$ cat src/rtl/instr_fetch_queue_if.sv
// Byte-stream input and instruction-issue bus of the fetch queue.
// The master side feeds bytes and permits issue; the slave side is the queue itself.
interface instr_fetch_queue_if #(
    parameter int ADDR_W = 2
);
    logic [7:0]        in_byte;
    logic              in_valid;
    logic              in_sync;
    logic              in_ready;
    logic              issue_en;
    logic [8:0]        instr_out;
    logic              instr_valid;
    logic [ADDR_W:0]   fifo_count;
    logic [7:0]        issued_count;
    logic              fmt_err;

    modport master (
        output in_byte, in_valid, in_sync, issue_en,
        input  in_ready, instr_out, instr_valid, fifo_count, issued_count, fmt_err
    );

    modport slave (
        input  in_byte, in_valid, in_sync, issue_en,
        output in_ready, instr_out, instr_valid, fifo_count, issued_count, fmt_err
    );
endinterface

$ cat src/rtl/instr_fetch_queue.sv
// Pairs 8-bit pin bytes into 9-bit instructions, buffers them in a small FIFO
// and issues at most one per cycle with a single-cycle strobe.
module instr_fetch_queue #(
    parameter int DEPTH  = 4,
    parameter int ADDR_W = 2
) (
    input  logic               CLK,
    input  logic               RESET,
    instr_fetch_queue_if.slave bus
);
    localparam logic [ADDR_W:0] FULL_CNT = (ADDR_W + 1)'(DEPTH);

    typedef enum logic {LO = 1'b0, HI = 1'b1} phase_t;

    phase_t            phase;
    logic [7:0]        lo_hold;
    logic [8:0]        mem [DEPTH];
    logic [ADDR_W-1:0] wr_ptr;
    logic [ADDR_W-1:0] rd_ptr;
    logic [ADDR_W:0]   count;
    logic [8:0]        instr_q;
    logic              vld_q;
    logic [7:0]        issued_q;
    logic              err_q;

    logic full, empty, pop, in_ready, accept, push;

    // A high byte may enter a full FIFO only when a pop frees a slot this same cycle.
    always_comb begin
        full     = (count == FULL_CNT);
        empty    = (count == '0);
        pop      = bus.issue_en && !empty;
        in_ready = (phase == LO) || bus.in_sync || !full || pop;
        accept   = bus.in_valid && in_ready;
        push     = accept && (phase == HI) && !bus.in_sync;
    end

    always_ff @(posedge CLK) begin
        if (push)
            mem[wr_ptr] <= {bus.in_byte[0], lo_hold};
    end

    always_ff @(posedge CLK) begin
        if (RESET) begin
            phase    <= LO;
            lo_hold  <= '0;
            wr_ptr   <= '0;
            rd_ptr   <= '0;
            count    <= '0;
            instr_q  <= '0;
            vld_q    <= 1'b0;
            issued_q <= '0;
            err_q    <= 1'b0;
        end else begin
            if (accept) begin
                if (phase == LO || bus.in_sync) begin
                    lo_hold <= bus.in_byte;
                    phase   <= HI;
                end else begin
                    phase <= LO;
                    if (bus.in_byte[7:1] != 7'd0)
                        err_q <= 1'b1;
                end
            end

            if (push)
                wr_ptr <= wr_ptr + 1'b1;

            if (pop) begin
                rd_ptr   <= rd_ptr + 1'b1;
                instr_q  <= mem[rd_ptr];
                issued_q <= issued_q + 8'd1;
            end
            vld_q <= pop;

            case ({push, pop})
                2'b10:   count <= count + 1'b1;
                2'b01:   count <= count - 1'b1;
                default: count <= count;
            endcase
        end
    end

    assign bus.in_ready     = in_ready;
    assign bus.instr_out    = instr_q;
    assign bus.instr_valid  = vld_q;
    assign bus.fifo_count   = count;
    assign bus.issued_count = issued_q;
    assign bus.fmt_err      = err_q;
endmodule

$ cat src/flat_wrapper.sv
// flat-port wrapper written by rule: the top's interface ports become plain ports
module instr_fetch_queue_flat 
#(
    parameter int DEPTH  = 4,
    parameter int ADDR_W = 2
)
  (CLK, RESET, bus_in_byte, bus_in_valid, bus_in_sync, bus_issue_en, bus_in_ready, bus_instr_out, bus_instr_valid, bus_fifo_count, bus_issued_count, bus_fmt_err);
  instr_fetch_queue_if #(.ADDR_W(ADDR_W)) bus_i ();
  input  logic CLK;
  input  logic RESET;
  input wire logic [$bits(bus_i.in_byte)-1:0] bus_in_byte;
  input wire logic [$bits(bus_i.in_valid)-1:0] bus_in_valid;
  input wire logic [$bits(bus_i.in_sync)-1:0] bus_in_sync;
  input wire logic [$bits(bus_i.issue_en)-1:0] bus_issue_en;
  output wire logic [$bits(bus_i.in_ready)-1:0] bus_in_ready;
  output wire logic [$bits(bus_i.instr_out)-1:0] bus_instr_out;
  output wire logic [$bits(bus_i.instr_valid)-1:0] bus_instr_valid;
  output wire logic [$bits(bus_i.fifo_count)-1:0] bus_fifo_count;
  output wire logic [$bits(bus_i.issued_count)-1:0] bus_issued_count;
  output wire logic [$bits(bus_i.fmt_err)-1:0] bus_fmt_err;
  assign bus_i.in_byte = bus_in_byte;
  assign bus_i.in_valid = bus_in_valid;
  assign bus_i.in_sync = bus_in_sync;
  assign bus_i.issue_en = bus_issue_en;
  assign bus_in_ready = bus_i.in_ready;
  assign bus_instr_out = bus_i.instr_out;
  assign bus_instr_valid = bus_i.instr_valid;
  assign bus_fifo_count = bus_i.fifo_count;
  assign bus_issued_count = bus_i.issued_count;
  assign bus_fmt_err = bus_i.fmt_err;
  instr_fetch_queue #(.DEPTH(DEPTH), .ADDR_W(ADDR_W)) u_core (.CLK(CLK), .RESET(RESET), .bus(bus_i));
endmodule
$ cat config.mk
export PLATFORM = sky130hd
export DESIGN_NAME = instr_fetch_queue_flat
export DESIGN_NICKNAME = d
export VERILOG_FILES = /design/src/rtl/instr_fetch_queue_if.sv /design/src/rtl/instr_fetch_queue.sv /design/src/flat_wrapper.sv
export SDC_FILE = /design/constraint.sdc
export NUM_CORES = 1
export LEC_CHECK = 0
export ABC_AREA = 1
export BUFFER_PORTS_ARGS = -buffer_cell sky130_fd_sc_hd__clkbuf_2
export CAP_MARGIN = 10
export CORE_ASPECT_RATIO = 1.1
export CORE_MARGIN = 1
export CORE_UTILIZATION = 40
export CTS_BUF_LIST = sky130_fd_sc_hd__clkbuf_2 sky130_fd_sc_hd__clkbuf_4 sky130_fd_sc_hd__clkbuf_8
export CTS_CLUSTER_DIAMETER = 60
export CTS_CLUSTER_SIZE = 30
export DETAILED_ROUTE_END_ITERATION = 8
export GPL_TIMING_DRIVEN = 0
export PLACE_DENSITY = 0.61
export SLEW_MARGIN = 30
export SYNTH_ARGS = -nofsm -noshare
export SYNTH_HDL_FRONTEND = slang
export SYNTH_SLANG_ARGS = --single-unit
$ cat constraint.sdc
create_clock -name CLK -period 2.17 [get_ports CLK]
set_input_delay 0.434 -clock CLK [delete_from_list [all_inputs] [get_ports CLK]]
set_output_delay 0.434 -clock CLK [all_outputs]
set_load 0.02 [all_outputs]
After elaboration in Yosys (flattened, before gate mapping) --
Memories as Yosys holds them, arrays and structs flattened. A register that Yosys moved wholly into a read port is not among the register bits. Cells that the tools add are included.
Storage, ports and cells: logic and storage cells 38, memory bits (writable) 36, flip-flop bits (word level) 26, memories kept 1, output and inout bits 23, bits of input ports 13
Cells by class: eq/ne operators 3, multiplexer cells 4, bitwise gates (word level) 2, add/subtract/negate cells 5, reductions and logical operators 15
Memory list:
- u_core.mem | words 4, width 9, read ports 1, clocked after memory_dff 1, wr ports 1, line instr_fetch_queue.sv:17 | logic [8:0] mem [DEPTH];
Operator list (number):
- 8-bit by 1-bit adder with 8-bit output (second input constant) | 1
- 7-bit nonzero test | 1
- 3-bit case mux with 2 select lines | 1
- 2-bit by 1-bit adder with 2-bit output (second input constant) | 2
- 1-bit logical AND | 4
- 3-bit by 1-bit adder with 3-bit output (second input constant) | 1
- 3-bit == test (second input constant) | 1
- 1-bit logical NOT | 3
- 3-bit logical NOT | 1
- 1-bit logical OR | 3
- 1-bit two-way mux | 3
- 3-bit AND reduction | 1
- 3-bit by 1-bit subtractor with 3-bit output (second input constant) | 1
- 2-bit by 1-bit == test with 1-bit output (second input constant) | 1
- 2-bit == test (second input constant) | 1
- 1-bit NOT | 2
- 2-bit AND reduction | 1
- 2-bit nonzero test | 1

Longest topological paths before layout --
Gate-level depths: netlist of the first run.
depth after elaboration 9, mapped depth 13

Worst setup path after synthesis of the first run --
No wires, ideal clock.
kind register to register, from register u_core.count[0], in the netlist u_core.bus.fifo_count[0], to register u_core.count[2], in the netlist u_core.bus.fifo_count[2], required time 2.057 ns, path slack 0.215 ns, setup time 0.113 ns, cell stages (with the launch flop) 13, arrival 1.842 ns, buffers on the path 1, cells stage by stage dfxtp_1 -> nor2_2 -> nand2_2 -> nand2_4 -> inv_6 -> buf_12 -> ha_1 -> inv_1 -> fa_1 -> a21oi_1 -> o21ai_0 -> nor2_1 -> nor2_1
Between the ends: longest elaborated chain between the ends 9, elaborated cells on any way between the ends 16, those cells by class add/sub (2); eq/ne (3); mux (1); reduce/logical (10)
Ends and longest elaborated chain:
- from (decl) | line instr_fetch_queue.sv:20 | logic [ADDR_W:0] count;
- from (signal assigned) | line instr_fetch_queue.sv:77 | 2'b10: count <= count + 1'b1;
- from (signal assigned) | line instr_fetch_queue.sv:78 | 2'b01: count <= count - 1'b1;
- from (signal assigned) | line instr_fetch_queue.sv:79 | default: count <= count;
- 3-bit logical NOT * | line instr_fetch_queue.sv:31 | empty = (count == '0);
- 1-bit logical NOT * | line instr_fetch_queue.sv:32 | pop = bus.issue_en && !empty;
- 1-bit logical AND * | line instr_fetch_queue.sv:32
- via u_core.pop | line instr_fetch_queue.sv:26 | logic full, empty, pop, in_ready, accept, push;
- 1-bit logical OR | line instr_fetch_queue.sv:33 | in_ready = (phase == LO) || bus.in_sync || !full || pop;
- 1-bit logical AND | line instr_fetch_queue.sv:34 | accept = bus.in_valid && in_ready;
- 1-bit logical AND (2 in series) | line instr_fetch_queue.sv:35 | push = accept && (phase == HI) && !bus.in_sync;
- 2-bit by 1-bit == test with 1-bit output or 2-bit == test (tied branches) | line instr_fetch_queue.sv:76 | case ({push, pop})
- 3-bit case mux with 2 select lines or 2-bit nonzero test (tied branches)
The timed path passes the listed nets; every way through them passes the cells marked *. A chain may end at the register's enable or synchronous reset.

Worst setup path after layout of the first run --
from register u_core.count[2], in the netlist u_core.bus.fifo_count[2], to register u_core.count[2], in the netlist u_core.bus.fifo_count[2]
The elaborated chain is that of the path after synthesis.

==> impl_metrics.csv, run 1 <==
group,metric,value,unit
grt,grt_pass1_wl,9.611,mm
logic_synthesis,synthFlopType,"edfxtp_1",
min_path,hold_path.class,"in2reg",
timing,setup_viol,0,
logic_synthesis,yosysTopAreaCellShare,37.07,%
pwr,peakVddDrop,0.0005398,V
flow_run,maxCapViolCount,0,
timing,fin_worst_skew,0.006155,ns
grt,grt_pass1_vias,1955,
die,die_width,83.42,um
logic_synthesis,yosys_warnings,0,
placement,dpl.hpwl,3.916,mm
logic_synthesis,synth_area_per_cell,9.787,um^2
timing,period_share,91.03,%
grt,grt_usage,16.31,%
timing,timing.hold.ws,0.3483,ns
clock_network,worstSkewPairLatency,0.34,ns
timing,hold_violations,0,
placement,place_inst,418,
worst_setup_path,path_max_fanout,10,
clock_network,cts_made_buffers,9,
logic_synthesis,seq_area_frac_synth,61.09,%
clock_network,clk_path_buf_depth,2,
logic_synthesis,synth_top_cells_by_area,"edfxtp_1, dfxtp_1, nor2_1, o21ai_0, nand2_1",
timing,drv_slew,0,
timing,fin_crit,1.975,ns
worst_setup_path,arrival,2.21,ns
clock_network,cts_hold_repair.buffers,0,
die,die_h,91.56,um
die,row_count,32,
route,remaining_drc_errors,0,
finish,finalNonFillerCells,434,
clock_network,tritoncts,"built",
placement,dp_slack,0.1036,ns
logic_synthesis,synth_enable_flop_cells,36,
clock_network,cts_sinks,71,
logic_synthesis,syn_area,2917,um^2
logic_synthesis,netlist_top_cells_count,"nor2_1, o21ai_0, edfxtp_1, dfxtp_1, nand2_1",
placement,io_buffers,35,
route,antenna_left,0,
finish,drive_gt1_share,22.92,%
grt,grt_max_degree,14,
clock_network,clk_pin_slew_worst_paths,0.07,ns
worst_setup_path,worstPathRequired,2.41,ns
logic_synthesis,yosysTopAreaCell,"edfxtp_1",
route,wire_per_inst,13.14,um
finish,finalNetCount,364,
logic_synthesis,synth.most_common_cell,"nor2_1",
logic_synthesis,syn_inst,298,
die,dieArea,7637,um^2
route,drt_wl_total,5.701,mm
clock_network,cts_max_level,3,
finish,antenna_cells,0,
logic_synthesis,ys_seq_elements,71,
timing,tightestPinTransition,0.8643,ns
timing,fin_ws,0.1947,ns
worst_setup_path,rrSetupSlack,0.19,ns
logic_synthesis,synth.distinct_cells,27,
placement,place.gp.congestion,0.7378,
route,drtPass1Iterations,4,
grt,antenna_found_initial,0,
timing,fmax,506.3,MHz
timing,maxSlewHeadroom,42.17,%
status,status,"completed",
die,io_pins,36,
logic_synthesis,synthArstFlopShare,0,%
finish,area_growth,16.52,%
finish,final_util,48.22,%
worst_setup_path,end_kind,"flop",
timing,rsz0062_at_grt,"no",
grt,grt_overflow,0,
die,core_area,7047,um^2
pwr,p_leak,1.352,nW
route,vias,2087,
worst_setup_path,start_kind,"flop",
route,drt_iter0_markers,141,
route,vias_per_cell,4.809,
logic_synthesis,synth_fp_nets,318,
clock_network,cts-root-buf,"clkbuf_8",
worst_setup_path,worstSetupPathType,"reg2reg",
pwr,p_per_area,1001,nW/um^2
die,initial_core_util,41.39,%
timing,setup-tns-final,0,ns
[area by class of cell]
cell class	count	area, um^2
Inverter	27	106.4
Clock inverter	7	73.82
Timing Repair Buffer	35	175.2
Fill cell	660	3649
Tap cell	85	106.4
Multi-Input combinational cell	191	962.2
Clock buffer	9	123.9
Buffer	9	66.31
Sequential cell	71	1784
[critical path: stages, from the launching register on]
cell	delay [ns]
dfxtp_1	0.35
inv_1	0.08
nand2_2	0.08
nand2_4	0.11
inv_6	0.11
buf_12	0.14
ha_1	0.14
inv_1	0.06
fa_1	0.37
o21ai_0	0.24
nand2_1	0.08
nand2_1	0.07
nor2_1	0.04
[cells in the final DEF, fill, tap and decap left out]
cell type and count:
nand3_1 5, buf_1 1, nand3_4 1, inv_2 2, buf_6 1, clkbuf_2 35
o21ai_2 6, ha_1 6, a21oi_1 10, buf_4 1, clkinv_4 3, nand2_4 1
a21oi_2 2, clkbuf_8 9, bufinv_16 1, dfxtp_2 2, o22ai_1 9, buf_2 4
nand2_1 26, clkinv_2 2, dfxtp_1 33, inv_6 1, o21ai_0 37, clkinvlp_4 1
edfxtp_1 36, nand2_2 3, nand4_1 2, fa_1 1, buf_12 1, clkbuf_1 1
nor2_2 4, xnor2_1 1, nor2_1 77, inv_1 24
[flip-flops by register name, indices dropped and copies added (netlist names)]
name                     flops
u_core.bus.instr_valid       1
u_core.lo_hold               8
u_core.bus.fmt_err           1
u_core.phase                 1
u_core.bus.instr_out         9
u_core.wr_ptr                2
u_core.rd_ptr                2
u_core.bus.issued_count      8
u_core.bus.fifo_count        3
u_core.mem                  36
[routing by layer]
metal	vias up	global-route usage, %	share of wire, %
met3	8	3.545	2.7
met1	958	22.45	49
met2	36	24.93	47
li1	1085	-	-
met4	0	6.780	1.4
met5	-	0	0
[repair_timing]
action,in CTS,in global routing
hold endpoints to repair,0,0
endpoints found under the setup margin,0,1
resized for setup,0,2
buffers inserted,0,0
[metrics by stage]
| step | power [mW] | area, um^2 |
|---|---|---|
| finish | 3.402 | 3398 |
| global route | 3.587 | 3398 |
| CTS | 3.436 | 3396 |
| detailed placement | 2.402 | 3198 |
| global placement | 2.388 | 3198 |
| floorplan | 2.170 | 2917 |
[report_power, final]
group	internal, mW	switching (mW)
logic	0.264	0.497
registers	1.53	0.0789
clock network	0.532	0.504
total	2.32	1.08
[cells by family (layout without fill, tap and decap cells)]
kind of cell / count (synthesis) / after routing / share of synthesized area [%]
AO/OA/AOI/OAI: 64 / 64 / 12.40
XOR/XNOR: 1 / 1 / 0.3004
adder cells (fa/ha/maj): 7 / 7 / 3.260
buffers and inverters: 36 / 87 / 5.920
flip-flops: 71 / 71 / 61.09
AND/OR/NAND/NOR: 119 / 119 / 17.03
[final timing paths]
kind,startpoint,endpoint,depth (start not counted)
hold reg to reg,u_core.bus.fifo_count[0]$_SDFFE_PP0P_,u_core.bus.fifo_count[0]$_SDFFE_PP0P_,1
setup reg to reg,u_core.bus.fifo_count[2]$_SDFFE_PP0P_,u_core.bus.fifo_count[2]$_SDFFE_PP0P_,12
hold / removal,bus_in_byte[7],u_core.lo_hold[7]$_SDFFE_PP0P_,3
setup / recovery,u_core.bus.fifo_count[2]$_SDFFE_PP0P_,u_core.bus.fifo_count[2]$_SDFFE_PP0P_,12
Note: power is estimated with default switching activity, not from simulation.
==> run 2: changes to the inputs <==
- CORE_UTILIZATION: 40 -> 43
- PLACE_DENSITY: 0.61 -> 0.64
==> run 2 against run 1 <==
Compared with the run above:
- worst setup slack better by 0.0098 ns
- maximum frequency up 0.50%
- wire length down 0.88%
- highest routed layer unchanged
- non-clock buffer count unchanged
- worst hold slack worse by 0.016 ns
- combinational power about the same
- register-to-register slack about the same
==> impl_metrics.csv, run 2 (synthesis gave the netlist of run 1 again) <==
group,metric,value,unit
timing,fin_crit,1.965,ns
timing,maxSlewHeadroom,41.25,%
worst_setup_path,path_common_cell,"nand2_1",
finish,finalNetCount,364,
timing,drv_slew,0,
pwr,p_sw_share,32.47,%
timing,hold_violations,0,
finish,drive_gt1_share,22.35,%
pwr,pwr-share-seq,49.0,%
grt,grt_max_degree,13,
pwr,pwr-share-comb,23.3,%
clock_network,clk_pin_slew_worst_paths,0.07,ns
finish,final_cell_area,3364,um^2
placement,place.gp.congestion,0.7153,
die,core_area,6555,um^2
pwr,peakVddDrop,0.0003967,V
pwr,intPower,2.210,mW
worst_setup_path,worstSetupPathType,"reg2reg",
route,remaining_drc_errors,0,
clock_network,cts_hold_repair.buffers,0,
route,vias,2092,
timing,setup_viol,0,
timing,period_share,90.58,%
placement,dp_slack,0.1083,ns
route,drt_iter0_markers,158,
timing,tightestPinTransition,0.8780,ns
worst_setup_path,start_kind,"flop",
clock_network,clk_path_buf_depth,2,
worst_setup_path,startpoint,"u_core.bus.fifo_count[1]$_SDFFE_PP0P_",
die,die_h,88.38,um
worst_setup_path,path_max_fanout,10,
min_path,hold_path.class,"in2reg",
placement,place_area,3194,um^2
clock_network,tritoncts,"built",
route,wire_per_inst,13.11,um
grt,met3_usage,4.330,%
pwr,pwr-share-clk,27.8,%
grt,grt_pass1_vias,1917,
finish,multiInputGateArea,962.2,um^2
route,vias_per_cell,4.854,
pwr,fin_total_pwr,3.272,mW
grt,grt_pass1_wl,9.342,mm
worst_setup_path,worstPathRequired,2.45,ns
grt,met1_usage,24.42,%
finish,antenna_cells,0,
worst_setup_path,critPathSlowestCell,"dfxtp_1",
worst_setup_path,rrSetupSlack,0.20,ns
worst_setup_path,reg2reg_to,"u_core.bus.fifo_count[2]$_SDFFE_PP0P_",
worst_setup_path,path_cells,"nor2_2 > nand2_2 > nand2_4 > inv_6 > buf_12 > ha_1 > inv_1 > fa_1 > a21oi_1 > o21ai_0 > nand2_1 > nand2_1 > nor2_1",
finish,area_growth,15.36,%
worst_setup_path,slowest_delay,0.38,ns
finish,nFillCells,625,
timing,rsz0062_at_grt,"no",
die,dieArea,7116,um^2
worst_setup_path,worstPathBufferInverterCount,3,
pwr,p_per_area,972.6,nW/um^2
grt,grt_overflow,0,
clock_network,cts_sinks,71,
pwr,p_leak,1.335,nW
timing,fmax,508.8,MHz
grt,grtUsageMet2,27.50,%
pwr,p_sw,1.062,mW
worst_setup_path,end_kind,"flop",
grt,antenna_found_initial,0,
worst_setup_path,cp_num_cells,13,
die,io_pins,36,
timing,fin_worst_skew,0.01078,ns
finish,seqCellArea,1783,um^2
finish,max_flop_register,"u_core.mem",
worst_setup_path,cp-endpoint,"u_core.bus.fifo_count[2]$_SDFFE_PP0P_",
die,initial_core_util,44.49,%
route,antenna_left,0,
route,drtPass1Iterations,4,
flow_run,maxCapViolCount,0,
clock_network,cts-root-buf,"clkbuf_8",
finish,final_common_cell,"nor2_1",
finish,final_cell_mix,"nor2_1, o21ai_0, edfxtp_1",
route,drt_wl_total,5.651,mm
status,status,"completed",
worst_setup_path,worstRegToRegCells,13,
clock_network,cts_max_level,3,
min_path,whs_path_depth,3,
placement,dpl.hpwl,3.860,mm
die,die_width,80.53,um
grt,busiest_layer,"met2",
clock_network,cts_made_buffers,9,
grt,grt_usage,17.99,%
placement,io_buffers,35,
worst_setup_path,crit_family,"adder cells",
timing,setup-tns-final,0,ns
min_path,hp-start,"bus_in_byte[7]",
worst_setup_path,arrival,2.25,ns
die,row_count,31,
worst_setup_path,r2r-start,"u_core.bus.fifo_count[1]$_SDFFE_PP0P_",
timing,fin_ws,0.2045,ns
finish,largest_reg_flops,36,
clock_network,worstSkewPairLatency,0.34,ns
clock_network,post-cts-setup-buffers,0,
[run 2: changes by cell type in the layout (fill, tap and decap cells not counted), sizes merged]
| cell | previous run | this run |
|---|---|---|
| bufinv | 1 | 0 |
| clkbuf | 45 | 46 |
| clkinv | 5 | 4 |
| clkinvlp | 1 | 2 |
[run 2: worst register-to-register path: cells and delay by family (launching register included)]
kind,cells,cell delay [ns]
fa+ha+maj,2,0.51
simple gates,6,0.44
flops,1,0.38
buf+inv,3,0.32
compound gates,2,0.25
[run 2: power by group through the flow]
stage	clock, mW	sequential [mW]	combinational [mW]
after detailed placement	0	1.63	0.770
after floorplan	0	1.72	0.449
after global placement	0	1.63	0.755
after CTS	0.929	1.60	0.772
final	0.908	1.60	0.761
after global routing	0.987	1.62	0.856
[run 2: what timing repair did]
item,CTS,global route
gates resized for setup,0,1
hold endpoints to repair,0,0
setup endpoints to repair,0,1
[run 2: layout make-up]
cell class | count | area share [%]
well taps | 82 | 3.049
plain buffers | 9 | 1.971
clock inverters | 6 | 1.116
clock buffers | 10 | 3.905
inverters | 27 | 3.161
repair buffers | 35 | 5.206
flip-flops and latches | 71 | 52.99
multi-input cells | 191 | 28.60
[run 2: per-layer routing]
layer	share of wire, %	vias up	wire length [um]
li1	-	1086	-
met1	48	961	2712
met2	47	37	2635
met3	3.5	8	198
met4	1.8	0	104
met5	0	-	0
[run 2: worst min path at each step]
| stage | slack, ns | endpoint |
|---|---|---|
| 5_1_grt | 0.35 | u_core.mem[0][8]$_DFFE_PP_ |
| 6_report | 0.33 | u_core.lo_hold[7]$_SDFFE_PP0P_ |
| 3_5_place_dp | 0.48 | u_core.bus.fmt_err$_SDFFE_PP0P_ |
| 3_3_place_gp | 0.46 | u_core.bus.fmt_err$_SDFFE_PP0P_ |
| 2_1_floorplan | 0.45 | u_core.mem[0][7]$_DFFE_PP_ |
| 4_1_cts | 0.32 | u_core.lo_hold[7]$_SDFFE_PP0P_ |
[run 2: stage by stage]
step           hold slack [ns]  utilization [%]  instances
2_1_floorplan           0.4549                -        298
3_3_place_gp            0.4572            48.73        415
6_report                0.3323            51.33        431
4_1_cts                 0.3179            51.31        431
3_5_place_dp            0.4750            48.73        415
5_1_grt                 0.3456            51.33        431
